File: src/rtl/dm_operand_stage.sv
// Decode/operand-fetch stage: register file, prioritised bypass resolution with
// hazard stall, and a valid/ready output pipeline register.
module dm_operand_stage #(
  parameter int REG_ADDRESS_SIZE = 5,
  parameter int REG_SIZE         = 32,
  parameter int STATIC_SIZE      = 40,
  parameter int NUM_BYPASS       = 3,
  parameter int CNT_SIZE         = 16
) (
  input  logic                                       clk,
  input  logic                                       reset,
  input  logic                                       in_valid,
  output logic                                       in_ready,
  input  logic [REG_ADDRESS_SIZE-1:0]                in_addr_r1,
  input  logic [REG_ADDRESS_SIZE-1:0]                in_addr_r2,
  input  logic                                       in_use_r1,
  input  logic                                       in_use_r2,
  input  logic                                       in_Ie,
  input  logic [REG_SIZE-1:0]                        in_immediate,
  input  logic [STATIC_SIZE-1:0]                     in_static,
  input  logic [NUM_BYPASS*(REG_ADDRESS_SIZE+1)-1:0] byp_d,
  input  logic [NUM_BYPASS-1:0]                      byp_ready,
  input  logic [NUM_BYPASS*REG_SIZE-1:0]             byp_value,
  input  logic [REG_ADDRESS_SIZE-1:0]                wb_addr,
  input  logic [REG_SIZE-1:0]                        wb_value,
  input  logic                                       wb_we,
  input  logic                                       flush,
  output logic                                       out_valid,
  input  logic                                       out_ready,
  output logic [REG_SIZE-1:0]                        out_operand1,
  output logic [REG_SIZE-1:0]                        out_operand2,
  output logic [STATIC_SIZE-1:0]                     out_static,
  output logic [CNT_SIZE-1:0]                        stall_count
);

  localparam int BW    = REG_ADDRESS_SIZE + 1;
  localparam int NREGS = 2 ** REG_ADDRESS_SIZE;

  logic [REG_SIZE-1:0] rf [NREGS];
  logic [REG_SIZE-1:0] rf_rd1, rf_rd2;
  logic [REG_SIZE-1:0] res1, res2, op2_next;
  logic                hz1, hz2, hazard, accept;

  assign rf_rd1 = rf[in_addr_r1];
  assign rf_rd2 = rf[in_addr_r2];

  // Returns {hazard, value}. Walking oldest-to-youngest lets the youngest match win;
  // a not-ready youngest match masks every older source and the write-back.
  function automatic logic [REG_SIZE:0] resolve(
    input logic [REG_ADDRESS_SIZE-1:0]    a,
    input logic [REG_SIZE-1:0]            rf_data,
    input logic [NUM_BYPASS*BW-1:0]       bd,
    input logic [NUM_BYPASS-1:0]          br,
    input logic [NUM_BYPASS*REG_SIZE-1:0] bv,
    input logic                           we,
    input logic [REG_ADDRESS_SIZE-1:0]    wa,
    input logic [REG_SIZE-1:0]            wv
  );
    logic [REG_SIZE:0] r;
    r = (we && wa == a) ? {1'b0, wv} : {1'b0, rf_data};
    for (int i = NUM_BYPASS - 1; i >= 0; i--) begin
      if (bd[i*BW] && bd[i*BW+1 +: REG_ADDRESS_SIZE] == a)
        r = {~br[i], bv[i*REG_SIZE +: REG_SIZE]};
    end
    if (a == '0) r = '0;
    return r;
  endfunction

  assign {hz1, res1} = resolve(in_addr_r1, rf_rd1, byp_d, byp_ready, byp_value,
                               wb_we, wb_addr, wb_value);
  assign {hz2, res2} = resolve(in_addr_r2, rf_rd2, byp_d, byp_ready, byp_value,
                               wb_we, wb_addr, wb_value);

  assign op2_next = in_Ie ? in_immediate : res2;
  assign hazard   = in_valid & ((in_use_r1 & hz1) | (in_use_r2 & ~in_Ie & hz2));
  assign in_ready = ~hazard & ~flush & (~out_valid | out_ready);
  assign accept   = in_valid & in_ready;

  always_ff @(posedge clk or negedge reset) begin
    if (!reset) begin
      out_valid    <= 1'b0;
      out_operand1 <= '0;
      out_operand2 <= '0;
      out_static   <= '0;
    end else if (accept) begin
      out_valid    <= 1'b1;
      out_operand1 <= res1;
      out_operand2 <= op2_next;
      out_static   <= in_static;
    end else if (out_ready || flush) begin
      out_valid <= 1'b0;
    end
  end

  always_ff @(posedge clk or negedge reset) begin
    if (!reset) begin
      for (int i = 0; i < NREGS; i++) rf[i] <= '0;
    end else if (wb_we && wb_addr != '0) begin
      rf[wb_addr] <= wb_value;
    end
  end

  always_ff @(posedge clk or negedge reset) begin
    if (!reset) begin
      stall_count <= '0;
    end else if (in_valid && !in_ready && stall_count != {CNT_SIZE{1'b1}}) begin
      stall_count <= stall_count + 1'b1;
    end
  end

endmodule

File: config.mk
export PLATFORM = sky130hd
export DESIGN_NAME = dm_operand_stage
export DESIGN_NICKNAME = d
export VERILOG_FILES = /design/src/rtl/dm_operand_stage.sv
export SDC_FILE = /design/constraint.sdc
export NUM_CORES = 2
export LEC_CHECK = 0
export BUFFER_PORTS_ARGS = -buffer_cell sky130_fd_sc_hd__buf_2
export CORE_UTILIZATION = 55
export DETAILED_ROUTE_END_ITERATION = 8
export PLACE_DENSITY = 0.73
export SLEW_MARGIN = 10
export SYNTH_ARGS = -nofsm -noshare
export SYNTH_HDL_FRONTEND = slang
export SYNTH_SLANG_ARGS = --single-unit
File: constraint.sdc
create_clock -name clk -period 2.4 [get_ports clk]
set_input_delay 0.24 -clock clk [delete_from_list [all_inputs] [get_ports clk]]
set_output_delay 0.24 -clock clk [all_outputs]
set_load 0.03 [all_outputs]
# == Word-level counts from Yosys, hierarchy flattened ==
# Cells that the tools add are included.
# word_totals
reg_bits,1145
latch_bits,0
ram_bits,0
rom_bits,0
output_inout_bits,122
memories,0
# op_classes
n_addsub,1
n_mul,0
n_div,0
magnitude_cmp,4
eq_ne,9
n_shift,0
n_mux,22
bitwise,19
n_reduce_logical,18
# op_table
cell,count
$bwmux 1024,1
$bmux 32 s5,2
$mux 33,8
$mux 32,8
$demux 32 s5,1
$eq 5x5->1,8
$ge 6x6->1 const B,3
$not 5->6,3
$add 16x1->16 const B,1
$ne 16x16->1 const B,1
$logic_and 1x1->1,12
$logic_not 5->1,2
$and 1x1->1,7
$not 1->1,7
$lt 6x1->1 const B,1
$reduce_bool 5->1,1
$mux 1,2
$or 1x1->1,2
$reduce_bool 2->1,1
$logic_not 1->1,1
$logic_or 1x1->1,1

# == Longest topological paths before layout ==
# logic_depth
word_depth,18
ltp_mapped,11

# == Least setup slack after synthesis ==
# Ideal clock, no wire load.
# synth_timing
path_kind,input -> register
from,input port in_addr_r1[0]
to,register out_operand1[11]
setup_ns,0.121
arrival_time_ns,2.268
setup_slack_ns,0.011
cell_stages,7
cell_sequence,buf_2 > clkbuf_1 > mux4_2 > mux4_2 > nand2b_1 > nand3_1 > a22o_1
# synth_between
elab_chain_cells,13
elab_cells_between_ends,25
cone_classes,eq/ne (4); mux (8); bitwise (8); reduce/logical (5)
# synth_lines
element,line,source
start: declaration,14,"input logic [REG_ADDRESS_SIZE-1:0] in_addr_r1,"
$eq 5x5->1,62,if (bd[i*BW] && bd[i*BW+1 +: REG_ADDRESS_SIZE] == a)
$logic_and 1x1->1,62,
$mux 33 (3 in series),62,
$mux 33 (*),65,if (a == '0) r = '0;
$and 1x1->1,75,assign hazard = in_valid & ((in_use_r1 & hz1) | (in_use_r2 & ~in_Ie & hz2));
$or 1x1->1,75,
$and 1x1->1,75,
$not 1->1,76,assign in_ready = ~hazard & ~flush & (~out_valid | out_ready);
$and 1x1->1 (2 in series),76,
$and 1x1->1,77,assign accept = in_valid & in_ready;
end signal: assignment,87,out_operand1 <= res1;
end: declaration,30,"output logic [REG_SIZE-1:0] out_operand1,"
# Every way passes the cells marked *; elsewhere a longest branch is shown, timed or not. The select of a mux whose other input is x is not followed.
# A chain may end at the register's enable or synchronous reset.

# == Worst setup path after layout ==
# layout_timing
from,register rf[602] in the netlist's numbering
to,register out_operand2[26]
# layout_between
elab_chain_cells,9
# layout_lines
element,line,source
start: declaration,39,logic [REG_SIZE-1:0] rf [NREGS];
start signal: indexed assignment,99,rf[wb_addr] <= wb_value;
$bmux 32 s5,45,assign rf_rd2 = rf[in_addr_r2];
$mux 32 (not written as such) (2 in series),45,
$mux 32,60,"r = (we && wa == a) ? {1'b0, wv} : {1'b0, rf_data};"
$mux 33 (3 in series),62,
$mux 33,65,
$mux 32,74,assign op2_next = in_Ie ? in_immediate : res2;
end signal: assignment,88,out_operand2 <= op2_next;
end: declaration,31,"output logic [REG_SIZE-1:0] out_operand2,"
# No other way between the ends. The select of a mux whose other input is x is not followed.

==> impl_results.md <==
- Outcome: finished clean
- Average wire per cell in the routed design: 32.8 um
- Setup violations, final: 0
- Synthesized area: 61400 um^2
- Tightest Hold Check Type: primary input to flip-flop
- R2R Setup Slk: 0.08 ns
- Worst-path clk slew: 0.06 ns
- Ys Warns: 0
- Critical Path RT: 3.00 ns
- Layout area overhead: 21.0%
- Number of nets with antenna violations after routing: 0
- Initial antenna violation count: 17
- GRT Overall Usage: 38.4%
- Worst Tran Pin Value: 0.823 ns
- Slew margin rel.: 44.9%
- Global-route wire length before repair: 316000 um
- Vias in the first global route: 47300
- Final Cycle Share: 96.7%
- Width of the die: 336 um
- Synth top cells by count: dfrtp_1 (1145), mux2_2 (992), mux4_2 (438)
- Final layout net count: 5249
- Arr. time, crit path: 2.92 ns
- # DRC: 0
- Pwr Total: 59.4 mW
- Post-Synthesis Cells: 4409
- Maxcap violations: 0
- Final wirelength: 217000 um
- Filler cells: 7704
- Worst setup EP type: flip-flop
- Layout Utilization: 67.1%
- GPL Wtd Cong: 0.913
- Share of post-route cells with drive strength above 1: 49.7%
- VDD IR-drop max: 0.605 mV
- WHS Path Cells: 4
- DR iter-0 viols: 5238
- Die area: 113000 um^2
- Hold Fails Final Rpt: 0
- Clock Path Buffers: 3
- Post-synthesis sequential area ratio: 46.7%
- Final hold slack: 0.0286 ns
- Starting Density: 55.5%
- Syn_nets: 4655
- FF+latch count, synth: 1145
- Total core area: 111000 um^2
- Num CTS Buffers: 118
- Post-DP HPWL: 139000 um
- Top cell type's share of synthesized area: 46.7%
- Area leader, netlist: dfrtp_1
- Critical Setup Path Class: flip-flop to flip-flop
- Grt ovf: 0
- Max Fclk: 0.431 GHz
- Synth area leaders: dfrtp_1 (47%), mux2_2 (18%), mux4_2 (16%)
- Yosys cell types: 54
- Max-slew violations: 0
- R2R depth: 8
- # clock sinks: 1145
- Critical path startpoint category: flip-flop
- Fin cells: 6602
- Power Density: 800 nW/um^2
- Number of synthesized flops with an enable pin: 0
- Die Ht: 336 um
- Final Skew: 0.0306 ns
- CTS tree: yes
- Count leader, synth: dfrtp_1
- Largest net degree at the start of global routing: 84
- Max FO, Critical Path: 3
- Placed insts: 6211
- Clk_lat worst skew: 0.73 ns
- I/O pin count: 367
- Rows: 122
- Vias per std cell: 7.03
- Min cycle time layout: 2.32 ns
- Synth async-reset ratio: 100%
- Root Driver: clkbuf_16
- CTS HTree Levels: 3
- Avg Cell Area, Syn: 13.9 um^2
- Top_reg_cell synth: dfrtp_1
- Vias: 46400
- Pleak: 33.1 nW
- Port-buffer cells: 366
- DR pass1 iterations: 7
cells by family (layout without fill, tap and decap cells):
kind of cell,count (synthesis),count (layout),synth area share (%)
XOR/XNOR,55,55,0.785
flip-flops,1145,1145,46.7
adder cells (fa/ha/maj),1,1,0.0204
AO/OA/AOI/OAI,541,541,6.81
buffers and inverters,497,1191,3.33
other,0,11,0
multiplexers,1698,1698,38.6
AND/OR/NAND/NOR,472,472,3.72
flip-flops by register name, summed over array words and instances, names as in the netlist:
signal	count
out_operand1	32
out_operand2	32
out_static	40
out_valid	1
rf	1024
stall_count	16
report_power, final:
group / switching, mW / leakage [nW] / internal, mW / total [mW]
Sequential: 2.90 / 14.6 / 23.0 / 25.9
Combinational: 6.32 / 16.4 / 7.49 / 13.8
Clock: 8.02 / 2.04 / 11.7 / 19.7
Total: 17.2 / 33.1 / 42.2 / 59.4
layer usage:
layer / up-vias / track usage (%) / routed length (um)
li1: 18300 / - / -
met1: 24000 / 49.1 / 78300
met2: 3266 / 57.5 / 95900
met3: 857 / 11.6 / 26800
met4: 12 / 24.0 / 15600
met5: - / 0 / 98
worst max-delay path, cell delays in order, from the launching register on:
cell	delay, ns
dfrtp_1	0.40
mux4_2	0.48
o22ai_2	0.17
nor3_2	0.06
buf_4	0.14
nor3_2	0.16
buf_4	0.17
o31ai_1	0.07
dlygate4sd3_1	0.55
through the flow:
| step | worst slack [ns] | cell area, um^2 | TNS (ns) |
|---|---|---|---|
| 2_1_floorplan | 0.0108 | 61400 | 0 |
| 3_3_place_gp | -0.327 | 68400 | -10.95 |
| 3_5_place_dp | -0.400 | 68400 | -16.71 |
| 4_1_cts | 0.00490 | 74100 | 0 |
| 5_1_grt | -0.0113 | 74200 | -0.0113 |
| 6_report | 0.0794 | 74200 | 0 |
cell usage in the layout, fill, tap and decap left out, types with 46 or more instances in the layout:
master and instances:
buf_4 309, dlygate4sd3_1 155, nand2_1 145, buf_12 139, o22ai_1 64, mux2_2 992
nand2b_1 46, mux2i_1 267, clkbuf_16 121, nor2_1 55, dfrtp_1 1145, o221ai_1 163
mux4_2 438, buf_2 357, nor3_1 80, a21oi_1 120
what timing repair did:
action,CTS,global route
hold buffers,155,0
hold endpoints to repair,613,0
gates cloned,0,1
setup buffers,0,4
endpoints found under the setup margin,1,11
resized for setup,1,13
pin swaps,0,2
layout make-up:
class / count / area, um^2 / share of cell area, %
multi-input cells: 2767 / 31000 / 41.7
clock inverters: 51 / 699 / 0.942
clock buffers: 169 / 3450 / 4.64
inverters: 4 / 17.5 / 0.0236
flip-flops and latches: 1145 / 28700 / 38.6
well taps: 1488 / 1860 / 2.51
diodes: 11 / 27.5 / 0.0371
repair buffers: 967 / 8550 / 11.5
final timing paths:
check | start | endpoint
setup / recovery | rf[602] | out_operand2[26]
hold / removal | byp_value[71] | out_operand2[7]
setup reg to reg | rf[602] | out_operand2[26]
hold reg to reg | rf[1016] | rf[1016]
max in group asynchronous | reset | rf[352]
min in group asynchronous | reset | rf[320]
(Power assumes the default switching activity.)
